### src/rtl/skip_pkg.sv
// Shared constants and FSM encoding for the skip ring consumer.
package skip_pkg;

    localparam int unsigned SKIP_LEN = 16;
    localparam logic [SKIP_LEN-1:0] SKIP_MASK = 16'b0011010001000101;

    typedef enum logic {
        S_SEARCH = 1'b0,
        S_LOCKED = 1'b1
    } skip_state_e;

endpackage

### src/rtl/skip_edge_sync.sv
// Two-flop synchronisers for SCLK and B0 plus an enable-gated rising-edge detect on SCLK.
module skip_edge_sync (
    input  logic clk_i,
    input  logic rst_i,
    input  logic en_i,
    input  logic sclk_i,
    input  logic b0_i,
    output logic rise_o,
    output logic b0_s_o
);

    logic sclk_s1_q, sclk_s2_q, sclk_d_q;
    logic b0_s1_q, b0_s2_q;

    // Sync flops run regardless of en_i so a re-enable never sees a stale edge.
    always_ff @(posedge clk_i) begin
        if (rst_i) begin
            sclk_s1_q <= 1'b0;
            sclk_s2_q <= 1'b0;
            sclk_d_q  <= 1'b0;
            b0_s1_q   <= 1'b0;
            b0_s2_q   <= 1'b0;
        end else begin
            sclk_s1_q <= sclk_i;
            sclk_s2_q <= sclk_s1_q;
            sclk_d_q  <= sclk_s2_q;
            b0_s1_q   <= b0_i;
            b0_s2_q   <= b0_s1_q;
        end
    end

    assign rise_o = sclk_s2_q & ~sclk_d_q & en_i;
    assign b0_s_o = b0_s2_q;

endmodule

### src/rtl/skip_monitor.sv
// Deserialises ring bit 0 on each skipped-clock edge, aligns to the expected frame,
// reports lock and counts bad frames seen while locked.
module skip_monitor
    import skip_pkg::*;
#(
    parameter int unsigned     LEN      = SKIP_LEN,
    parameter logic [LEN-1:0]  MASK     = SKIP_MASK,
    parameter int unsigned     LOSS_THR = 3,
    parameter int unsigned     ERRW     = 8
) (
    input  logic            clk_i,
    input  logic            rst_i,
    input  logic            en_i,
    input  logic            sclk_i,
    input  logic            b0_i,
    output logic            strobe_o,
    output logic [LEN-1:0]  word_o,
    output logic            word_valid_o,
    output logic            lock_o,
    output logic [ERRW-1:0] err_cnt_o
);

    localparam int unsigned PW = (LEN > 1) ? $clog2(LEN) : 1;
    localparam int unsigned MW = $clog2(LOSS_THR + 1);
    localparam logic [PW-1:0] PhaseLast = PW'(LEN - 1);
    localparam logic [MW-1:0] MissThr   = MW'(LOSS_THR);

    logic rise, b0_s;

    skip_edge_sync u_sync (
        .clk_i  (clk_i),
        .rst_i  (rst_i),
        .en_i   (en_i),
        .sclk_i (sclk_i),
        .b0_i   (b0_i),
        .rise_o (rise),
        .b0_s_o (b0_s)
    );

    skip_state_e     state_q, state_d;
    logic [LEN-1:0]  window_q, window_d, nxt_win;
    logic [PW-1:0]   phase_q, phase_d;
    logic [MW-1:0]   miss_q, miss_d, miss_inc;
    logic [LEN-1:0]  word_q, word_d;
    logic [ERRW-1:0] err_q, err_d;
    logic            strobe_q, strobe_d;
    logic            wv_q, wv_d;

    always_comb begin
        nxt_win  = {window_q[LEN-2:0], b0_s};
        miss_inc = miss_q + 1'b1;
        state_d  = state_q;
        window_d = window_q;
        phase_d  = phase_q;
        miss_d   = miss_q;
        word_d   = word_q;
        err_d    = err_q;
        strobe_d = rise;
        wv_d     = 1'b0;

        if (rise) begin
            window_d = nxt_win;
            case (state_q)
                S_SEARCH: begin
                    if (nxt_win == MASK) begin
                        state_d = S_LOCKED;
                        phase_d = '0;
                        miss_d  = '0;
                        word_d  = nxt_win;
                        wv_d    = 1'b1;
                    end
                end
                S_LOCKED: begin
                    phase_d = (phase_q == PhaseLast) ? '0 : phase_q + 1'b1;
                    if (phase_q == PhaseLast) begin
                        word_d = nxt_win;
                        wv_d   = 1'b1;
                        if (nxt_win == MASK) begin
                            miss_d = '0;
                        end else begin
                            if (err_q != {ERRW{1'b1}}) begin
                                err_d = err_q + 1'b1;
                            end
                            if (miss_inc == MissThr) begin
                                state_d = S_SEARCH;
                                phase_d = '0;
                                miss_d  = '0;
                            end else begin
                                miss_d = miss_inc;
                            end
                        end
                    end
                end
                default: state_d = S_SEARCH;
            endcase
        end
    end

    always_ff @(posedge clk_i) begin
        if (rst_i) begin
            state_q  <= S_SEARCH;
            window_q <= '0;
            phase_q  <= '0;
            miss_q   <= '0;
            word_q   <= '0;
            err_q    <= '0;
            strobe_q <= 1'b0;
            wv_q     <= 1'b0;
        end else begin
            state_q  <= state_d;
            window_q <= window_d;
            phase_q  <= phase_d;
            miss_q   <= miss_d;
            word_q   <= word_d;
            err_q    <= err_d;
            strobe_q <= strobe_d;
            wv_q     <= wv_d;
        end
    end

    assign strobe_o     = strobe_q;
    assign word_o       = word_q;
    assign word_valid_o = wv_q;
    assign lock_o       = (state_q == S_LOCKED);
    assign err_cnt_o    = err_q;

endmodule

### config.mk
export PLATFORM = sky130hd
export DESIGN_NAME = skip_monitor
export DESIGN_NICKNAME = d
export VERILOG_FILES = /design/src/rtl/skip_pkg.sv /design/src/rtl/skip_edge_sync.sv /design/src/rtl/skip_monitor.sv
export SDC_FILE = /design/constraint.sdc
export NUM_CORES = 1
export LEC_CHECK = 0
export ABC_AREA = 1
export CAP_MARGIN = 15
export CORE_MARGIN = 3
export CORE_UTILIZATION = 55
export DETAILED_ROUTE_END_ITERATION = 8
export DONT_BUFFER_PORTS = 1
export GPL_TIMING_DRIVEN = 0
export PLACE_DENSITY = 0.7
export RECOVER_POWER = 50
export SLEW_MARGIN = 10
export SYNTH_ARGS = -nofsm -noshare
export SYNTH_HDL_FRONTEND = slang
export SYNTH_HIERARCHICAL = 1
export SYNTH_SLANG_ARGS = --single-unit
### constraint.sdc
create_clock -name clk_i -period 1.9 [get_ports clk_i]
set_input_delay 0.19 -clock clk_i [delete_from_list [all_inputs] [get_ports clk_i]]
set_output_delay 0.19 -clock clk_i [all_outputs]
set_load 0.01 [all_outputs]
==> results of run 1 <==
-- cell type report --
class	instances	area share, %
flip-flops and latches	53	45.6
multi-input cells	185	40.7
clock inverters	3	0.914
well taps	48	2.58
repair buffers	3	1.29
inverters	22	3.55
clock buffers	5	2.96
plain buffers	11	2.42
-- logic make-up after synthesis --
logic type | Yosys count | synth area share, %
DFF | 53 | 49.4
buffers and inverters | 33 | 6.46
adders and majority gates | 2 | 1.16
muxes | 1 | 0.466
xor gates and xnor gates | 9 | 3.67
and+or+nand+nor | 131 | 29.0
AOI/OAI and AO/OA | 42 | 9.90
-- per-stage QoR --
step / total power (W) / setup slack (ns) / utilization, % / cell area (um2)
finish: 0.00184 / 0.241 / 62.6 / 2330
CTS: 0.00186 / 0.247 / 62.7 / 2330
global placement: 0.00121 / 0.287 / 59.5 / 2210
global route: 0.00190 / 0.0667 / 62.6 / 2330
floorplan: 0.00120 / 0.566 / - / 2150
detailed placement: 0.00121 / 0.273 / 59.5 / 2210
-- routing by layer --
metal	routed length, um	vias to the layer above	GRT usage, %	share of wire (%)
met5	0	-	0	0
met4	53	0	5.96	1.2
met3	182	6	5.83	4.2
met2	1880	28	30.9	44
met1	2190	776	27.0	51
li1	-	911	-	-
-- power breakdown --
group | leakage, nW | switching [W] | internal (W)
clock | 0.0445 | 0.000378 | 0.000262
sequential | 0.429 | 0.0000113 | 0.00113
combinational | 0.462 | 0.0000416 | 0.0000177
total | 0.935 | 0.000431 | 0.00141
-- cells in the final DEF, fill, tap and decap left out, types with 5 or more instances in the layout --
cell      Yosys  routed
dfxtp_1      53      53
clkbuf_8      0       5
nand3_1      10      10
xor2_1        6       6
nor2_1       38      38
nand3_2       7       7
o21ai_0      14      14
nand4_1      14      14
nand2_1      54      55
inv_1        21      21
a21oi_1      25      25
clkbuf_1      5       5
-- timing repair --
action	CTS	global route
gates resized for setup	0	0
buffers inserted	0	0
hold buffers	3	0
endpoints found under the hold margin	7	0
-- worst reg2reg max path: cells and delay by family, from the launching register on --
family / cells / cell delay [ns]
DFF: 1 / 0.34
and+or+nand+nor: 5 / 0.99
AOI/OAI and AO/OA: 1 / 0.07
buffers and inverters: 1 / 0.15
-- worst min-delay path by stage --
stage | slack [ns] | endpoint | start
2_1_floorplan | 0.26 | u_sync/b0_s1_q$_SDFF_PP0_ | rst_i
3_5_place_dp | 0.26 | u_sync/sclk_s1_q$_SDFF_PP0_ | rst_i
4_1_cts | 0.13 | window_q[14]$_SDFFE_PP0P_ | rst_i
3_3_place_gp | 0.26 | u_sync/sclk_s1_q$_SDFF_PP0_ | rst_i
5_1_grt | 0.15 | window_q[9]$_SDFFE_PP0P_ | rst_i
6_report | 0.14 | window_q[14]$_SDFFE_PP0P_ | rst_i
-- registers in the layout, summed over array words and instances, names as in the netlist, 2 cells and up --
name and cells:
window_q 15, phase_q 4, err_cnt_o 8, word_o 16, miss_q 2
==> key figures, run 1 <==
Setup path
  • Family with the most delay on the worst path: simple AND/OR/NAND/NOR gates
  • Critical Path Sink: err_cnt_o[6]$_SDFFE_PP0P_
  • CP Capture Type: flop
  • Crit Path Max Fanout: 8
  • Worst reg2reg setup slack: 0.24 ns
  • Crit path required time: 2.08 ns
  • Worst setup path start: u_sync/sclk_s2_q$_SDFF_PP0_
  • Crit. path cell count: 7
  • FF-to-FF End: err_cnt_o[6]$_SDFFE_PP0P_
  • Crit start category: flop
  • CP Buf/Inv Count: 1
  • CP max-delay cell: dfxtp_1
  • FF-to-FF path depth: 7
  • Arrival @ worst endpoint: 1.84 ns
  • R2r startpoint: u_sync/sclk_s2_q$_SDFF_PP0_
  • Peak per-stage delay on the critical path: 0.34 ns
  • CP Class: flop to flop
  • Crit-path cells: nand2_1 -> nor2_2 -> inv_2 -> nor2_2 -> nand4_1 -> nand2_1 -> a21oi_1

Floorplan
  • Initial Util: 57.8%
  • Die Wd: 68.5 um
  • Core Area: 3720 um2
  • Die H: 68.5 um
  • FP Rows: 22
  • Die area: 4690 um2
  • Num ports: 32

Yosys
  • Share of the synthesized area in the top cell type: 49.4%
  • FFs w/ async S/R, synth: 0%
  • Syn Area/Cell: 7.93 um2
  • Top cells by count, synth: 54 x nand2_1, 53 x dfxtp_1, 38 x nor2_1, 25 x a21oi_1, 21 x inv_1
  • Post-Synthesis Cells: 271
  • Seq/Total Area, Yosys: 49.4%
  • Syn nets: 278
  • Main synth FF type: dfxtp_1
  • #FFs+latches synth: 53
  • Post-synth EDFFs: 0
  • Count leader, synth: nand2_1
  • Post-Syn Area: 2150 um2
  • Yosys warnings: 6
  • Post-synth top area cell: dfxtp_1
  • Synth area leaders: dfxtp_1 49%, nand2_1 9.4%, nor2_1 6.6%, a21oi_1 5.8%, nand4_1 4.1%
  • Yosys cell types: 27

Clock tree
  • H-tree depth: 2
  • CTS Buf Count: 5
  • CTS Root Cell: clkbuf_8
  • Clk sinks: 53
  • Clock Latency Late Sink: 0.31 ns
  • Maximum root-to-sink buffer count: 2
  • CTS tree: built
  • Worst-path clk slew: 0.10 ns

Layout
  • Synth-to-layout area growth: 8.27%
  • Antenna cells: 0
  • Multi-input gate area: 947 um2
  • Fin nets: 288
  • Finished Layout Cells: 330
  • Share of cells above drive strength 1: 9.57%
  • Sequential Area: 1060 um2
  • Fillers: 336

Power and ir drop
  • Cell Pwr Density: 789 nW/um2
  • Maximum vdd drop: 0.000393 V
  • Leak: 0.935 nW

Route
  • First DRT Iteration DRCs: 83
  • Residual DRC: 0
  • Drt pass-1 iters: 4
  • Vias per inst: 5.22
  • Final wirelength: 4310 um
  • Total number of vias: 1721
  • ANT nets after route: 0
  • Avg WL per Cell: 13.1 um

Flow run
  • MaxCap Viol Count: 0

Placed design
  • Final Wtd Congestion: 0.825
  • Cells after DPL: 319
  • Detailed placer's ending HPWL: 2960 um
  • Port Buf Inserts: 0

Worst hold path
  • Hold crit path type: primary input to flop
  • Hold Path Depth: 3

Global route
  • Global-route wire length before repair: 7040 um
  • Vias in the first global route: 1526
  • GRT Residual Overflow: 0
  • Global Route Usage Sum: 20.0%
  • Initial antenna violation count: 0
  • Largest net degree at the start of global routing: 18

Timing
  • # setup viols final: 0
  • Worst Tran Pin Value: 0.570 ns
  • Pins over their slew limit: 0
  • Setup tns final: 0 ns
  • Max_slew headroom: 62.0%
  • Fmax achieved: 0.603 GHz
  • Final Hold Fails: 0
  • Min Clock Period, post-route: 1.66 ns
  • RSZ-0062 raised after global routing: false
  • Fin Hold WS: 0.140 ns
  • Post-route clock skew: 0.00682 ns
  • Crit share post-route: 87.3%

Run status
  • Status: finished clean
Note: power is estimated with default switching activity, not from simulation.
==> run 2, diff against run 1 <==
--- a/config.mk
+++ b/config.mk
@@ -7,12 +7,12 @@
 export LEC_CHECK = 0
 export ABC_AREA = 1
 export CAP_MARGIN = 15
+export CORE_ASPECT_RATIO = 1.2
 export CORE_MARGIN = 3
-export CORE_UTILIZATION = 55
+export CORE_UTILIZATION = 45
 export DETAILED_ROUTE_END_ITERATION = 8
 export DONT_BUFFER_PORTS = 1
 export GPL_TIMING_DRIVEN = 0
-export PLACE_DENSITY = 0.7
 export RECOVER_POWER = 50
 export SLEW_MARGIN = 10
 export SYNTH_ARGS = -nofsm -noshare
==> run 2 against run 1 <==
- sequential share of layout area decreased by 0.98 points
- global-route usage decreased by 2.0 points
- highest routed layer unchanged
- worst hold slack improved by 0.0079 ns
- worst setup slack improved by 0.0054 ns
- clock skew increased by 0.0016 ns
- non-clock buffer count unchanged
- utilization decreased by 8.9 points
- fmax increased by 0.33%
==> key figures, run 2 (synthesis gave the netlist of run 1 again) <==
Timing
  • Worst Tran Pin Value: 0.575 ns (+0.00440 ns)
  • Setup tns final: 0 ns (unchanged)
  • Post-route clock skew: 0.00838 ns (+0.00156 ns)
  • Fmax achieved: 0.605 GHz (+0.33%)
  • RSZ-0062 raised after global routing: false
  • Fin Hold WS: 0.147 ns (+0.00785 ns)
  • Crit share post-route: 87.0% (-0.29 points)
  • Pins over their slew limit: 0 (unchanged)
  • Worst setup slack after layout: 0.247 ns (+0.00542 ns)
  • # setup viols final: 0 (unchanged)
  • Max_slew headroom: 61.7% (-0.29 points)
  • Min Clock Period, post-route: 1.65 ns (-0.00542 ns)
  • Final Hold Fails: 0 (unchanged)

Global route
  • Vias in the first global route: 1778 (+17%)
  • Global Route Usage Sum: 18.0% (-2.0 points)
  • Initial antenna violation count: 0 (unchanged)
  • Largest net degree at the start of global routing: 17 (-1)
  • Global-route wire length before repair: 8180 um (+16%)
  • GRT Residual Overflow: 0 (unchanged)

Clock tree
  • Clock Latency Late Sink: 0.31 ns (about the same)
  • CTS Buf Count: 5 (unchanged)
  • CTS Root Cell: clkbuf_8
  • Worst-path clk slew: 0.09 ns (about the same)
  • Maximum root-to-sink buffer count: 2 (unchanged)
  • Clk sinks: 53 (unchanged)
  • CTS tree: built
  • Hold-fix buffers, CTS: 3 (unchanged)
  • H-tree depth: 2 (unchanged)
  • Post-CTS Repair Setup Buffers: 0 (unchanged)
  • Post_cts resized: 0 (unchanged)

Layout
  • Most frequent cells in the layout: 54 x nand2_1, 53 x dfxtp_1, 38 x nor2_1
  • Fin nets: 288 (unchanged)
  • Share of cells above drive strength 1: 9.93% (+0.35 points)
  • Number of flip-flops under the largest register name: 16 (unchanged)
  • Commonest non-fill, non-tap cell in the layout: nand2_1
  • Synth-to-layout area growth: 10.7%
  • Antenna cells: 0 (unchanged)
  • Util after Layout: 53.8% (-8.9 points)

Setup path
  • R2r startpoint: u_sync/sclk_s2_q$_SDFF_PP0_
  • CP dominant cell by count: nor2_2
  • Crit start category: flop
  • Crit-path cells: nand2_1 -> nor2_2 -> inv_2 -> nor2_2 -> nand3_1 -> nor2_2 -> nand2_1 -> a21oi_1
  • Family with the most delay on the worst path: simple AND/OR/NAND/NOR gates
  • CP Buf/Inv Count: 1 (unchanged)
  • Crit path required time: 2.14 ns (+0.06 ns)
  • CP Capture Type: flop
  • CP Class: flop to flop
  • CP max-delay cell: dfxtp_1
  • Worst setup path start: u_sync/sclk_s2_q$_SDFF_PP0_
  • Peak per-stage delay on the critical path: 0.34 ns (about the same)
  • Arrival @ worst endpoint: 1.89 ns (+0.05 ns)
  • Crit Path Max Fanout: 8 (unchanged)

Power and ir drop
  • Maximum vdd drop: 0.000399 V (+1.4%)
  • Leak: 0.961 nW (+2.8%)
  • Cell Pwr Density: 874 nW/um2 (+11%)

Flow run
  • MaxCap Viol Count: 0 (unchanged)

Floorplan
  • Num ports: 32 (unchanged)
  • Core Area: 4420 um2 (+19%)
  • FP Rows: 26 (+18%)
  • Initial Util: 48.6% (-9.3 points)
  • Die Wd: 69.1 um (+0.84%)
  • Die H: 81.7 um (+19%)
  • Die area: 5650 um2 (+20%)

Route
  • Residual DRC: 0 (unchanged)
  • ANT nets after route: 0 (unchanged)
  • Avg WL per Cell: 13.4 um (+2.8%)
  • Vias per inst: 5.12 (-1.9%)
  • First DRT Iteration DRCs: 76 (-8.4%)
  • Total number of vias: 1730 (+0.52%)
  • Drt pass-1 iters: 4 (unchanged)
  • Final wirelength: 4540 um (+5.3%)

Worst hold path
  • Hold crit path type: primary input to flop
  • Hold Startpoint: rst_i

Placed design
  • Final Wtd Congestion: 0.793 (-3.8%)
  • Port Buf Inserts: 0 (unchanged)
  • Detailed placer's ending HPWL: 3100 um (+4.8%)
  • Pre-CTS setup slack: 0.278 ns (+0.00475 ns)

Run status
  • Status: finished clean
==> run 2: cell types whose count changed in the layout (fill, tap and decap cells not counted), sizes merged <==
cell	previous run	this run
bufinv	0	2
clkinvlp	1	0
inv	23	22
clkbuf	10	11
buf	6	5
==> run 2: cell type report <==
type / instances / area (um2)
plain buffers: 11 / 56.3
clock buffers: 5 / 68.8
clock inverters: 3 / 65.1
fillers: 443 / 2050
inverters: 22 / 82.6
multi-input cells: 185 / 945
flip-flops and latches: 53 / 1060
well taps: 56 / 70.1
repair buffers: 3 / 30.0
==> run 2: layer usage <==
layer | part of all wire (%) | global-route usage [%]
met5 | 0 | 0
met4 | 2.5 | 8.79
met3 | 4.1 | 4.65
met2 | 47 | 30.8
met1 | 46 | 21.2
==> run 2: per-stage QoR <==
| step | std cells | total power [W] | instance area, um2 |
|---|---|---|---|
| after floorplan | 271 | 0.00120 | 2150 |
| after global placement | 327 | 0.00121 | 2220 |
| after detailed placement | 327 | 0.00121 | 2220 |
| after CTS | 338 | 0.00212 | 2380 |
| after global routing | 338 | 0.00217 | 2380 |
| final | 338 | 0.00208 | 2380 |
==> run 2: path summary, 6_finish.rpt <==
path	endpoint	slack, ns	depth (start not counted)
setup reg to reg	err_cnt_o[1]$_SDFFE_PP0P_	0.25	8
setup / recovery	err_cnt_o[1]$_SDFFE_PP0P_	0.25	8
hold / removal	window_q[9]$_SDFFE_PP0P_	0.15	3
hold reg to reg	u_sync/sclk_s2_q$_SDFF_PP0_	0.41	2
==> run 2: worst reg2reg max path: cells and delay by family (launching register included) <==
kind	cells	cell delay (ns)
buffers and inverters	1	0.14
DFF	1	0.34
and+or+nand+nor	6	0.98
AOI/OAI and AO/OA	1	0.14
==> run 2: power by group <==
group	switching, W	internal (W)
logic	0.0000411	0.0000177
clock network	0.000359	0.000523
registers	0.0000115	0.00113
total	0.000412	0.00167
